--- config.mk ---
export PLATFORM = sky130hd
export DESIGN_NAME = paralelo_serial_tx
export DESIGN_NICKNAME = d
export VERILOG_FILES = /design/src/rtl/paralelo_serial_tx_pkg.sv /design/src/rtl/paralelo_serial_tx_piso_shift8.sv /design/src/rtl/paralelo_serial_tx.sv
export SDC_FILE = /design/constraint.sdc
export NUM_CORES = 1
export LEC_CHECK = 0
export ABC_AREA = 1
export BUFFER_PORTS_ARGS = -buffer_cell sky130_fd_sc_hd__buf_2
export CAP_MARGIN = 20
export CORE_AREA = 3 3 43 65
export DETAILED_ROUTE_END_ITERATION = 16
export DIE_AREA = 0 0 46 68
export REMOVE_ABC_BUFFERS = 1
export SLEW_MARGIN = 40
export SYNTH_ARGS = -nofsm -noshare
export SYNTH_HDL_FRONTEND = slang
export SYNTH_HIERARCHICAL = 1
export SYNTH_SLANG_ARGS = --single-unit
--- constraint.sdc ---
create_clock -name clk_32f -period 1.9 [get_ports clk_32f]
set_clock_uncertainty 0.1 [all_clocks]
set_input_delay 0.38 -clock clk_32f [delete_from_list [all_inputs] [get_ports clk_32f]]
set_output_delay 0.38 -clock clk_32f [all_outputs]
set_load 0.05 [all_outputs]
--- src/rtl/paralelo_serial_tx_pkg.sv ---
// Shared constants for the serial transmit link: symbol width, alignment/idle symbols,
// burst length and FSM state encoding.
package paralelo_serial_tx_pkg;

   localparam int DATA_W    = 8;
   localparam int BIT_CNT_W = $clog2(DATA_W);
   localparam int NUM_COM   = 4;
   localparam int COM_CNT_W = $clog2(NUM_COM + 1);

   localparam logic [DATA_W-1:0] COM = 8'hBC;
   localparam logic [DATA_W-1:0] IDL = 8'h7C;

   localparam logic [0:0] SYNC = 1'b0;
   localparam logic [0:0] RUN  = 1'b1;

   // Symbol chosen at a byte boundary; sync_req outranks valid data.
   function automatic logic [DATA_W-1:0] select_sym(input logic [0:0]        state,
                                                    input logic              sync_req,
                                                    input logic              valid_in,
                                                    input logic [DATA_W-1:0] data_in);
      if (state == SYNC || sync_req) return COM;
      return valid_in ? data_in : IDL;
   endfunction

endpackage

--- src/rtl/paralelo_serial_tx_piso_shift8.sv ---
// Parallel-in serial-out register: loads a symbol at a boundary and emits it MSB first,
// one bit per clk_32f, with a free-running bit counter that marks byte boundaries.
module piso_shift8
   import paralelo_serial_tx_pkg::*;
(
   input  logic              clk_32f,
   input  logic              reset,
   input  logic              load,
   input  logic [DATA_W-1:0] sym,
   output logic              data_out,
   output logic              boundary
);

   logic [DATA_W-1:0]    shreg;
   logic [BIT_CNT_W-1:0] bit_cnt;

   // NOTE: state registers use non-blocking assignments so every flop samples pre-edge values.
   always_ff @(posedge clk_32f) begin
      if (!reset) begin
         shreg    <= '0;
         bit_cnt  <= '0;
         data_out <= 1'b0;
      end else begin
         bit_cnt <= (bit_cnt == BIT_CNT_W'(DATA_W - 1)) ? '0 : bit_cnt + 1'b1;
         if (load) begin
            shreg    <= sym;
            data_out <= sym[DATA_W-1];
         end else begin
            // shreg[DATA_W-2] is the next bit once the previous one has left on data_out
            shreg    <= {shreg[DATA_W-2:0], 1'b0};
            data_out <= shreg[DATA_W-2];
         end
      end
   end

   assign boundary = (bit_cnt == '0);

endmodule

--- src/rtl/paralelo_serial_tx.sv ---
// Serial link transmitter: COM alignment burst after reset or on request, then one data
// byte or IDL symbol per 8-bit slot, shifted out MSB first.
module paralelo_serial_tx
   import paralelo_serial_tx_pkg::*;
(
   input  logic              clk_32f,
   input  logic              reset,
   input  logic [DATA_W-1:0] data_in,
   input  logic              valid_in,
   input  logic              sync_req,
   output logic              data_out,
   output logic              ready,
   output logic              active,
   output logic              byte_strobe
);

   logic [0:0]           state;
   logic [COM_CNT_W-1:0] com_cnt;
   logic                 boundary;
   logic [DATA_W-1:0]    sym;

   assign sym = select_sym(state, sync_req, valid_in, data_in);

   piso_shift8 u_piso (
      .clk_32f  (clk_32f),
      .reset    (reset),
      .load     (boundary),
      .sym      (sym),
      .data_out (data_out),
      .boundary (boundary)
   );

   always_ff @(posedge clk_32f) begin
      if (!reset) begin
         state       <= SYNC;
         com_cnt     <= '0;
         byte_strobe <= 1'b0;
      end else begin
         byte_strobe <= boundary;
         if (boundary) begin
            if (state == SYNC) begin
               if (com_cnt >= COM_CNT_W'(NUM_COM - 1)) begin
                  com_cnt <= '0;
                  state   <= RUN;
               end else begin
                  com_cnt <= com_cnt + 1'b1;
               end
            end else if (sync_req) begin
               // The COM loaded on this edge is the first of the new burst.
               com_cnt <= COM_CNT_W'(1);
               state   <= SYNC;
            end
         end
      end
   end

   assign active = (state == RUN);
   assign ready  = active && boundary;

endmodule

# Word level (Yosys, flattened, before mapping)
# Index checks and enable logic that the tools add are counted.
[word_totals]
regBits = 16
inputBits = 12
out_inout_bits = 4
elab_cells = 32
[op_classes]
addsub = 2
magnitude_cmp = 1
eq_ne = 2
muxes = 12
n_bitwise = 2
n_reduce_logical = 6
[ops]
columns = ["op", "count"]
rows = [
  ["8-bit 2-to-1 mux", 3],
  ["3-bit 2-to-1 mux", 3],
  ["7-bit 2-to-1 mux", 1],
  ["3-bit by 1-bit adder with 3-bit output, second input constant", 2],
  ["1-bit 2-to-1 mux", 5],
  ["2-bit AND reduction", 2],
  ["3-bit == test, second input constant", 1],
  ["3-bit by 2-bit greater-or-equal comparator with 1-bit output, second input constant", 1],
  ["3-bit zero test", 1],
  ["2-bit != test, second input constant", 1],
  ["1-bit inverter", 2],
  ["2-bit OR reduction", 1],
  ["1-bit logical AND", 1],
  ["1-bit logical OR", 1],
]

# Logic depth before layout (Yosys ltp)
# Gate-level depths: netlist of the first run.
[depth]
ltp_word = 5
mapped_depth = 8
ltp_nobuf = 8

# By module
# Netlist of the first run, hierarchy kept.
[modules_own_cells]
columns = ["mod", "instances", "cells_each", "area_each_um2", "seq_area_each_um2"]
rows = [
  ["piso_shift8", 1, 63, 452.9, 220.2],
  ["paralelo_serial_tx", 1, 56, 339.1, 100.1],
]

# Worst setup path before layout of the first run
# No wires, ideal clock.
[synth_path]
kind = "reg2out"
startpoint = "reg u_piso.bit_cnt[0]"
endpoint = "out ready"
arrival_ps = 1378
path_slack_ps = 42
path_stages_with_launch = 7
path_cell_list = "dfxtp_1 > inv_1 > ha_1 > inv_1 > nor2_1 > nand2_1 > inv_1"
[synth_via]
elab_chain_len = 2
[synth_rtl]
columns = ["item", "line_no", "rtl"]
rows = [
  ["start, declared", "paralelo_serial_tx_piso_shift8.sv:15", "logic [BIT_CNT_W-1:0] bit_cnt;"],
  ["start signal, assigned", "paralelo_serial_tx_piso_shift8.sv:24", "bit_cnt <= (bit_cnt == BIT_CNT_W'(DATA_W - 1)) ? '0 : bit_cnt + 1'b1;"],
  ["3-bit zero test", "paralelo_serial_tx_piso_shift8.sv:36", "assign boundary = (bit_cnt == '0);"],
  ["via boundary", "paralelo_serial_tx.sv:19", "logic boundary;"],
  ["1-bit logical AND", "paralelo_serial_tx.sv:58", "assign ready = active && boundary;"],
  ["end, declared", "paralelo_serial_tx.sv:12", "output logic ready,"],
]
# The timed path passes the listed nets, and every way through them passes these cells.

# Worst setup path in the final report of the first run
# Ends and elaborated chain as after synthesis.

==> out/results.txt, run 1 <==
Post-Syn Area - 792 um^2
Multi-input gate area - 370 um^2
Most common cell on crit path - inv_1
Sequential Area - 320 um^2
Hold-fix buffers, CTS - 0
ANT cells - 0
utilization after layout - 41.1%
CTS clk-pin slew, worst paths - 0.10 ns
Power Density - 854 nW/um^2
DP Wirelength - 1070 um
Tot GR Track Use - 10.5%
Core Area - 2260 um^2
Crit Path Max Fanout - 3
share of cells above drive strength 1 - 21.2%
Die Y - 68 um
min cycle time layout - 1.74 ns
commonest non-fill, non-tap cell in the layout - nand2_1
Comb pwr share - 22.8%
Slew Limit Fails - 0
Critical Path AT - 1.26 ns
clock power share - 28.4%
DIE AREA - 3130 um^2
Via density - 4.44
Fillers - 252
Worst path slowest cell - dfxtp_1
Syn. warnings - 6
largest net degree at the start of global routing - 20
met2 usage - 19.0%
RePlAce Congestion - 0.777
Min Hold Slack - 0.322 ns
maximum clock insertion buffer count - 2
row count - 21
DP Area - 887 um^2
number of H-tree levels - 1
CTS Sinks - 16
CTS root buffer - clkbuf_4
kind of critical path - register to output pin
Top Usage Layer GRT - met2
maximum VDD drop - 464 uV
nets - 155
GRT met3 Usage - 2.37%
Netlist cell types - 17
Post-DRT Antenna Nets - 0
CTS Buf Count - 3
initial antenna violation count - 0
total gr overflow - 0
commonest non-fill, non-tap cells in the layout - 34 x nand2_1, 25 x nor2_1, 21 x inv_1
RSZ-0062 raised after global routing - false
sequential share of the synthesized area - 40.4%
area fraction of the dominant cell type after synthesis - 40.4%
Finished Cell Area - 928 um^2
top cells by area, synth - dfxtp_1 40%, nand2_1 16%, nor2_1 12%, inv_1 10%, ha_1 7.9%
WL final - 1380 um
cell taking the most area after synthesis - dfxtp_1
sequential fraction of design power - 48.9%
First-pass DRT Iterations - 4
Starting Density - 35.0%
worst endpoint required time - 1.42 ns
Max-slew headroom - 83.5%
status - complete, no violations
P_sw - 0.241 mW
Final Hold Vio Count - 0
Leak Pwr - 0.530 nW
crit path launch type - register
Power Internal - 0.551 mW
Wirelength per Cell - 8.63 um
number of max-cap violations - 0
via count - 711
Hold Crit Class - input port to register
DRC Markers - 0
CP peak stage delay - 0.36 ns
worst-skew pair later-pin latency - 0.28 ns
Cells after Synth - 119
I/O pins - 16
part of the cycle the worst path needs - 91.6%
Worst Tran Pin Value - 0.247 ns
Die Width - 46 um
Switching Share - 30.4%
f_max - 575 MHz
Synth-to-Final Area Change - 17.2%
synthesized area per cell - 6.66 um^2
DRT iter0 DRCs - 16
#FFs+latches synth - 16
critical path, cell by cell - inv_1 > ha_1 > inv_1 > nor2_2 > nand2_1 > inv_1 > buf_4
# setup viols final - 0
grt met1 use - 11.3%
first-pass GRT wire length - 2500 um
TritonCTS clock tree - done
Critical Path Sink Type - output pin
Port Buffers - 15
number of global-route vias before repair - 648
worst max-delay path: cells and delay by family (launching register included):
family / cells / cell delay, ns
buf+inv: 4 / 0.33
fa+ha+maj: 1 / 0.18
simple gates: 2 / 0.12
flops: 1 / 0.36
power groups by stage:
stage          combinational, mW  sequential (mW)  clock (mW)
6_report                   0.180            0.387       0.225
5_1_grt                    0.208            0.392       0.255
3_3_place_gp               0.178            0.394           0
3_5_place_dp               0.182            0.395           0
4_1_cts                    0.182            0.388       0.236
2_1_floorplan              0.109            0.417           0
stage by stage:
step / setup TNS, ns / worst slack, ns / power [mW] / std cells
6_report: 0 / 0.159 / 0.793 / 160
5_1_grt: 0 / 0.0344 / 0.855 / 160
4_1_cts: 0 / 0.0513 / 0.806 / 160
3_5_place_dp: 0 / 0.382 / 0.577 / 156
3_3_place_gp: 0 / 0.411 / 0.572 / 156
2_1_floorplan: -0.209 / -0.209 / 0.526 / 117
what timing repair did:
item	in CTS	in global routing
setup endpoints to repair	0	1
hold endpoints to repair	0	0
setup buffers	0	0
gates resized for setup	0	3
final timing paths:
| kind | slack [ns] | endpoint | startpoint | cells past startpoint |
|---|---|---|---|---|
| worst max-delay path | 0.16 | ready | u_piso/bit_cnt[0] | 7 |
| worst max register to register | 0.49 | com_cnt[2] | u_piso/bit_cnt[0] | 9 |
| worst min-delay path | 0.32 | active | sync_req | 4 |
| worst min register to register | 0.35 | u_piso/shreg[3] | u_piso/shreg[2] | 2 |
layout make-up:
class,instances,area share (%)
inverter,23,9.43
multi-input combinational,78,39.9
sequential,16,34.5
tap,23,3.10
clock buffer,4,3.91
timing repair buffer,16,9.16
kinds of logic (layout without fill, tap and decap cells):
family          count (synthesis)  count (layout)  synth area share [%]
fa+ha+maj                       5               5                  7.90
simple gates                   69              69                  35.5
flops                          16              16                  40.4
compound gates                  4               4                  3.00
buf+inv                        25              43                  13.1
flip-flops by register name, indices dropped and copies added (netlist names):
name             cells
u_piso/data_out      1
active               1
u_piso/shreg         7
byte_strobe          1
u_piso/bit_cnt       3
com_cnt              3
metal layers:
| metal | routed length (um) | part of all wire, % | vias up |
|---|---|---|---|
| met5 | 0 | 0 | - |
| met4 | 20 | 1.4 | 0 |
| met3 | 46 | 3.3 | 2 |
| met2 | 727 | 53 | 7 |
| met1 | 586 | 42 | 323 |
| li1 | - | - | 379 |
cells in the mapped netlist (all sizes together):
cell type   n
a21oi       3
o21ai       1
ha          5
nand2      37
nor2       29
buf         2
dfxtp      16
and3        1
nand3b      1
nand3       1
clkinv      2
inv        21
No activity file was read; power rests on OpenSTA's default activity.
==> inputs of run 2 (changes only) <==
--- a/config.mk
+++ b/config.mk
@@ -5,12 +5,11 @@
 export SDC_FILE = /design/constraint.sdc
 export NUM_CORES = 1
 export LEC_CHECK = 0
-export ABC_AREA = 1
 export BUFFER_PORTS_ARGS = -buffer_cell sky130_fd_sc_hd__buf_2
 export CAP_MARGIN = 20
-export CORE_AREA = 3 3 43 65
+export CORE_AREA = 3 3 43 64
 export DETAILED_ROUTE_END_ITERATION = 16
-export DIE_AREA = 0 0 46 68
+export DIE_AREA = 0 0 46 67
 export REMOVE_ABC_BUFFERS = 1
 export SLEW_MARGIN = 40
 export SYNTH_ARGS = -nofsm -noshare
==> out/results.txt, run 2 <==
maximum VDD drop - 392 uV (-15%)
maximum clock insertion buffer count - 2 (unchanged)
FF-to-FF Start - u_piso/bit_cnt[0]
Worst Tran Pin Value - 0.249 ns (+0.00199 ns)
via count - 543 (-24%)
Largest regs - u_piso/shreg (7), com_cnt (3), u_piso/bit_cnt (3)
DRC Markers - 0 (unchanged)
Top reg by flops - u_piso/shreg
sequential share of the synthesized area - 42.1% (+1.7 points)
DRT iter0 DRCs - 6 (-10)
worst-skew pair later-pin latency - 0.28 ns (about the same)
Non-Filler Instances - 116 (-28%)
Cells after Synth - 75 (-37%)
setup_tns - 0 ns (unchanged)
crit path launch type - register
CTS root buffer - clkbuf_4
Final WS setup - 0.0809 ns (-0.0786 ns)
Core Area - 2260 um^2 (unchanged)
Hold EP - u_piso/shreg[4]
ANT cells - 0 (unchanged)
min cycle time layout - 1.82 ns (+0.0786 ns)
RSZ-0062 raised after global routing - false
Synth async-reset ratio - 0% (unchanged)
Die Y - 67 um (-1.5%)
DP Wirelength - 996 um (-7.1%)
Critical Path AT - 1.34 ns (+0.08 ns)
first-pass GRT wire length - 2310 um (-7.4%)
CTS Buf Count - 3 (unchanged)
Power Density - 830 nW/um^2 (-2.8%)
#FFs+latches synth - 16 (unchanged)
row count - 21 (unchanged)
utilization after layout - 39.4% (-1.7 points)
TritonCTS clock tree - done
nets - 112 (-28%)
area fraction of the dominant cell type after synthesis - 42.1% (+1.7 points)
Final Hold Vio Count - 0 (unchanged)
Max-slew headroom - 83.4% (-0.17 points)
Post-Syn Area - 761 um^2 (-3.9%)
Hold Path Cell Cnt - 4 (unchanged)
Hold Crit Start - data_in[4]
CTS clk-pin slew, worst paths - 0.09 ns (about the same)
Hold Crit Class - input port to register
commonest non-fill, non-tap cells in the layout - 15 x dfxtp_1, 14 x buf_2, 9 x nor2b_1
r2r setup slk - 0.30 ns (-0.19 ns)
number of max-cap violations - 0 (unchanged)
Hold-fix buffers, CTS - 0 (unchanged)
part of the cycle the worst path needs - 95.7% (+4.1 points)
number of H-tree levels - 1 (unchanged)
RePlAce Congestion - 0.788 (+1.4%)
top cells by area, synth - dfxtp_1 42%, mux2i_1 9.2%, ha_1 8.2%, nor2b_1 7.4%, or2_1 3.3%
DIE AREA - 3080 um^2 (-1.5%)
commonest non-fill, non-tap cell in the layout - dfxtp_1
# setup viols final - 0 (unchanged)
cell taking the most area after synthesis - dfxtp_1
largest net degree at the start of global routing - 17 (-15%)
Critical Path Sink Type - output pin
number of global-route vias before repair - 548 (-15%)
Netlist cell types - 26 (+9)
f_max - 550 MHz (-4.3%)
kind of critical path - register to output pin
most numerous cell in the Yosys netlist - dfxtp_1
Wirelength per Cell - 11.5 um (+33%)
Post-synth EDFFs - 0 (unchanged)
worst endpoint required time - 1.42 ns (about the same)
Synth-to-Final Area Change - 16.9%
Slew Limit Fails - 0 (unchanged)
initial antenna violation count - 0 (unchanged)
R2R cell count - 7 (-2)
synthesized area per cell - 10.1 um^2 (+52%)
share of cells above drive strength 1 - 28.0% (+6.8 points)
WL final - 1330 um (-3.5%)
Starting Density - 33.7% (-1.4 points)
I/O pins - 16 (unchanged)
Fillers - 247 (-2.0%)
Tot GR Track Use - 10.2% (-0.31 points)
CTS Sinks - 16 (unchanged)
Port Buffers - 15 (unchanged)
Die Width - 46 um (unchanged)
synth cell count leaders - 16 x dfxtp_1, 9 x nor2b_1, 7 x mux2i_1
First-pass DRT Iterations - 3 (-1)
status - complete, no violations
Crit Path Max Fanout - 2 (-1)
Via density - 4.68 (+5.3%)
total gr overflow - 0 (unchanged)
Leak Pwr - 0.425 nW (-20%)
Post-Place Worst Slack - 0.274 ns (-0.109 ns)
top_reg_cell synth - dfxtp_1
placed insts - 112 (-28%)
Largest register FFs - 7 (unchanged)
Syn. warnings - 6 (unchanged)
Post-DRT Antenna Nets - 0 (unchanged)
reg-to-reg endpoint - com_cnt[1]
## run 2: timing repair
item | in CTS | in global routing
endpoints found under the setup margin | 1 | 1
resized for setup | 1 | 1
buffers inserted | 0 | 1
## run 2: power breakdown
group	switching (mW)	internal [mW]	total [mW]
Clock	0.0988	0.0734	0.172
Sequential	0.0180	0.368	0.386
Combinational	0.0944	0.0856	0.180
Total	0.211	0.527	0.738
## run 2: logic make-up after synthesis
logic type               synth area share, %
AND/OR/NAND/NOR                         26.0
flip-flops                              42.1
AO/OA/AOI/OAI                           9.87
buffers and inverters                   4.60
multiplexers                            9.21
adder cells (fa/ha/maj)                 8.22
## run 2: layer usage
metal / vias to the layer above / track usage (%) / wire [um]
met3: 2 / 1.89 / 70
met1: 241 / 12.9 / 614
met5: - / 0 / 0
met4: 0 / 5.34 / 7
met2: 11 / 15.9 / 640
li1: 289 / - / -
## run 2: worst max-delay path, cell delays in order, from the launching register on
cell	delay (ns)
dfxtp_2	0.34
inv_1	0.05
ha_1	0.18
nor2b_1	0.13
and2_2	0.18
buf_4	0.18
## run 2: cell type report
cell class	instances	area, um^2	share of cell area [%]
multi-input cells	52	405	45.6
flip-flops and latches	16	322	36.1
repair buffers	17	92.6	10.4
well taps	23	28.8	3.23
clock buffers	3	22.5	2.53
inverters	5	18.8	2.11
## run 2: worst max path at each step
stage,end,start,slack (ns),cells past startpoint
after CTS,ready,u_piso/bit_cnt[0],0.01,5
after global placement,com_cnt[1],u_piso/bit_cnt[0],0.34,7
after floorplan,ready,u_piso/bit_cnt[0],-0.21,4
final,ready,u_piso/bit_cnt[0],0.08,5
after global routing,ready,u_piso/bit_cnt[0],0.01,5
after detailed placement,com_cnt[1],u_piso/bit_cnt[0],0.27,7
## run 2: metrics by stage
stage	hold slack [ns]	total power [mW]	cell area [um^2]
floorplan	0.326	0.525	744
global placement	0.334	0.567	856
detailed placement	0.356	0.574	856
CTS	0.327	0.754	881
global route	0.348	0.797	890
finish	0.345	0.738	890
==> inputs of run 3 (changes only) <==
--- a/config.mk
+++ b/config.mk
@@ -5,12 +5,13 @@
 export SDC_FILE = /design/constraint.sdc
 export NUM_CORES = 1
 export LEC_CHECK = 0
-export BUFFER_PORTS_ARGS = -buffer_cell sky130_fd_sc_hd__buf_2
 export CAP_MARGIN = 20
 export CORE_AREA = 3 3 43 64
 export DETAILED_ROUTE_END_ITERATION = 16
 export DIE_AREA = 0 0 46 67
+export DONT_BUFFER_PORTS = 1
 export REMOVE_ABC_BUFFERS = 1
+export SKIP_CTS_REPAIR_TIMING = 1
 export SLEW_MARGIN = 40
 export SYNTH_ARGS = -nofsm -noshare
 export SYNTH_HDL_FRONTEND = slang
==> out/results.txt, run 3 (synthesis results as in run 2) <==
Post-DRT Antenna Nets - 0 (unchanged)
Worst path slowest cell - dfxtp_2
number of max-cap violations - 0 (unchanged)
CTS clk-pin slew, worst paths - 0.08 ns (about the same)
WL final - 1250 um (-6.0%)
worst-skew pair later-pin latency - 0.28 ns (about the same)
Multi-input gate area - 409 um^2 (+0.93%)
ANT cells - 0 (unchanged)
Critical Path Sink Type - output pin
min cycle time layout - 1.82 ns (+0.00180 ns)
status - complete, no violations
commonest non-fill, non-tap cell in the layout - dfxtp_1
CTS Sinks - 16 (unchanged)
largest net degree at the start of global routing - 17 (unchanged)
Worst Tran Pin Value - 0.480 ns (+0.231 ns)
First-pass DRT Iterations - 2 (-1)
placed insts - 99 (-12%)
worst endpoint required time - 1.42 ns (about the same)
CTS Buf Count - 3 (unchanged)
Leak Pwr - 0.378 nW (-11%)
RePlAce Congestion - 0.679 (-14%)
crit path launch type - register
f_max - 549 MHz (about the same)
r2r setup slk - 0.24 ns (-0.06 ns)
maximum clock insertion buffer count - 2 (unchanged)
share of cells above drive strength 1 - 18.5% (-9.4 points)
number of H-tree levels - 1 (unchanged)
Largest regs - u_piso/shreg (7), com_cnt (3), u_piso/bit_cnt (3)
DRT iter0 DRCs - 10 (+4)
Core Area - 2260 um^2 (unchanged)
first-pass GRT wire length - 2080 um (-10%)
commonest non-fill, non-tap cells in the layout - 15 x dfxtp_1, 8 x nor2b_1, 7 x mux2i_1
Wirelength per Cell - 12.0 um (+4.8%)
Fillers - 240 (-2.8%)
Non-Filler Instances - 104 (-10%)
Slew Limit Fails - 0 (unchanged)
nets - 100 (-11%)
I/O pins - 16 (unchanged)
number of global-route vias before repair - 482 (-12%)
Tot GR Track Use - 9.30% (-0.93 points)
initial antenna violation count - 0 (unchanged)
Largest register FFs - 7 (unchanged)
Crit Path Max Fanout - 4 (+2)
Top reg by flops - u_piso/shreg
DRC Markers - 0 (unchanged)
DP Wirelength - 953 um (-4.4%)
Final Hold Vio Count - 0 (unchanged)
row count - 21 (unchanged)
kind of critical path - register to output pin
Power Density - 867 nW/um^2 (+4.5%)
Die Width - 46 um (unchanged)
total gr overflow - 0 (unchanged)
# setup viols final - 0 (unchanged)
part of the cycle the worst path needs - 95.8% (about the same)
Port Buffers - 0 (-15)
CP peak stage delay - 0.35 ns (about the same)
critical path, cell by cell - inv_1 > ha_1 > nor2b_2 > buf_4 > and2_4
via count - 513 (-5.5%)
Synth-to-Final Area Change - 10.2%
TritonCTS clock tree - done
Starting Density - 33.7% (unchanged)
Min Hold Slack - 0.123 ns (-0.222 ns)
maximum VDD drop - 603 uV (+54%)
Die Y - 67 um (unchanged)
Critical Path AT - 1.34 ns (about the same)
Hold Crit Class - input port to register
Via density - 4.93 (+5.4%)
Max-slew headroom - 67.9% (-15 points)
Sequential Area - 322 um^2 (unchanged)
CTS root buffer - clkbuf_4
DIE AREA - 3080 um^2 (unchanged)
[run 3: cell types whose count changed in the layout (fill, tap and decap cells not counted), sizes merged]
cell,change
buf,-12
[run 3: report_power, final]
part           internal, mW  total (mW)  switching (mW)
Clock                0.0734       0.167          0.0941
Combinational        0.0857       0.153          0.0676
Sequential            0.368       0.406          0.0380
[run 3: layout make-up]
cell class | count | share of cell area, %
multi-input combinational | 52 | 48.8
sequential | 16 | 38.4
timing repair buffer | 5 | 4.48
tap | 23 | 3.43
clock buffer | 3 | 2.69
inverter | 5 | 2.24
[run 3: final timing paths]
path                startpoint                end  cells after the start
max          u_piso/bit_cnt[0]              ready                      5
min                      reset             active                      1
max reg2reg  u_piso/bit_cnt[0]         com_cnt[1]                      8
min reg2reg  u_piso/bit_cnt[0]  u_piso/bit_cnt[0]                      1
[run 3: stage by stage]
step / setup WS [ns] / cell area [um^2] / setup TNS (ns) / utilization, % / total power [mW]
finish: 0.0791 / 838 / 0 / 37.1 / 0.727
global route: -0.000823 / 838 / -0.000823 / 37.1 / 0.781
CTS: -0.0576 / 818 / -0.0576 / 36.2 / 0.725
detailed placement: 0.256 / 796 / 0 / 35.2 / 0.556
global placement: 0.285 / 796 / 0 / 35.2 / 0.554
floorplan: -0.208 / 744 / -0.208 / - / 0.525
[run 3: critical path: cells and delay by family, from the launching register on]
kind | cells | cell delay (ns)
adders and majority gates | 1 | 0.18
buffers and inverters | 2 | 0.18
DFF | 1 | 0.35
and+or+nand+nor | 2 | 0.36
[run 3: routing by layer]
| layer | global-route usage [%] | wire [um] | vias to the layer above |
|---|---|---|---|
| met5 | 0 | 0 | - |
| met4 | 4.27 | 18 | 0 |
| met3 | 3.78 | 87 | 2 |
| met2 | 12.9 | 587 | 14 |
| met1 | 12.2 | 559 | 229 |
| li1 | - | - | 268 |
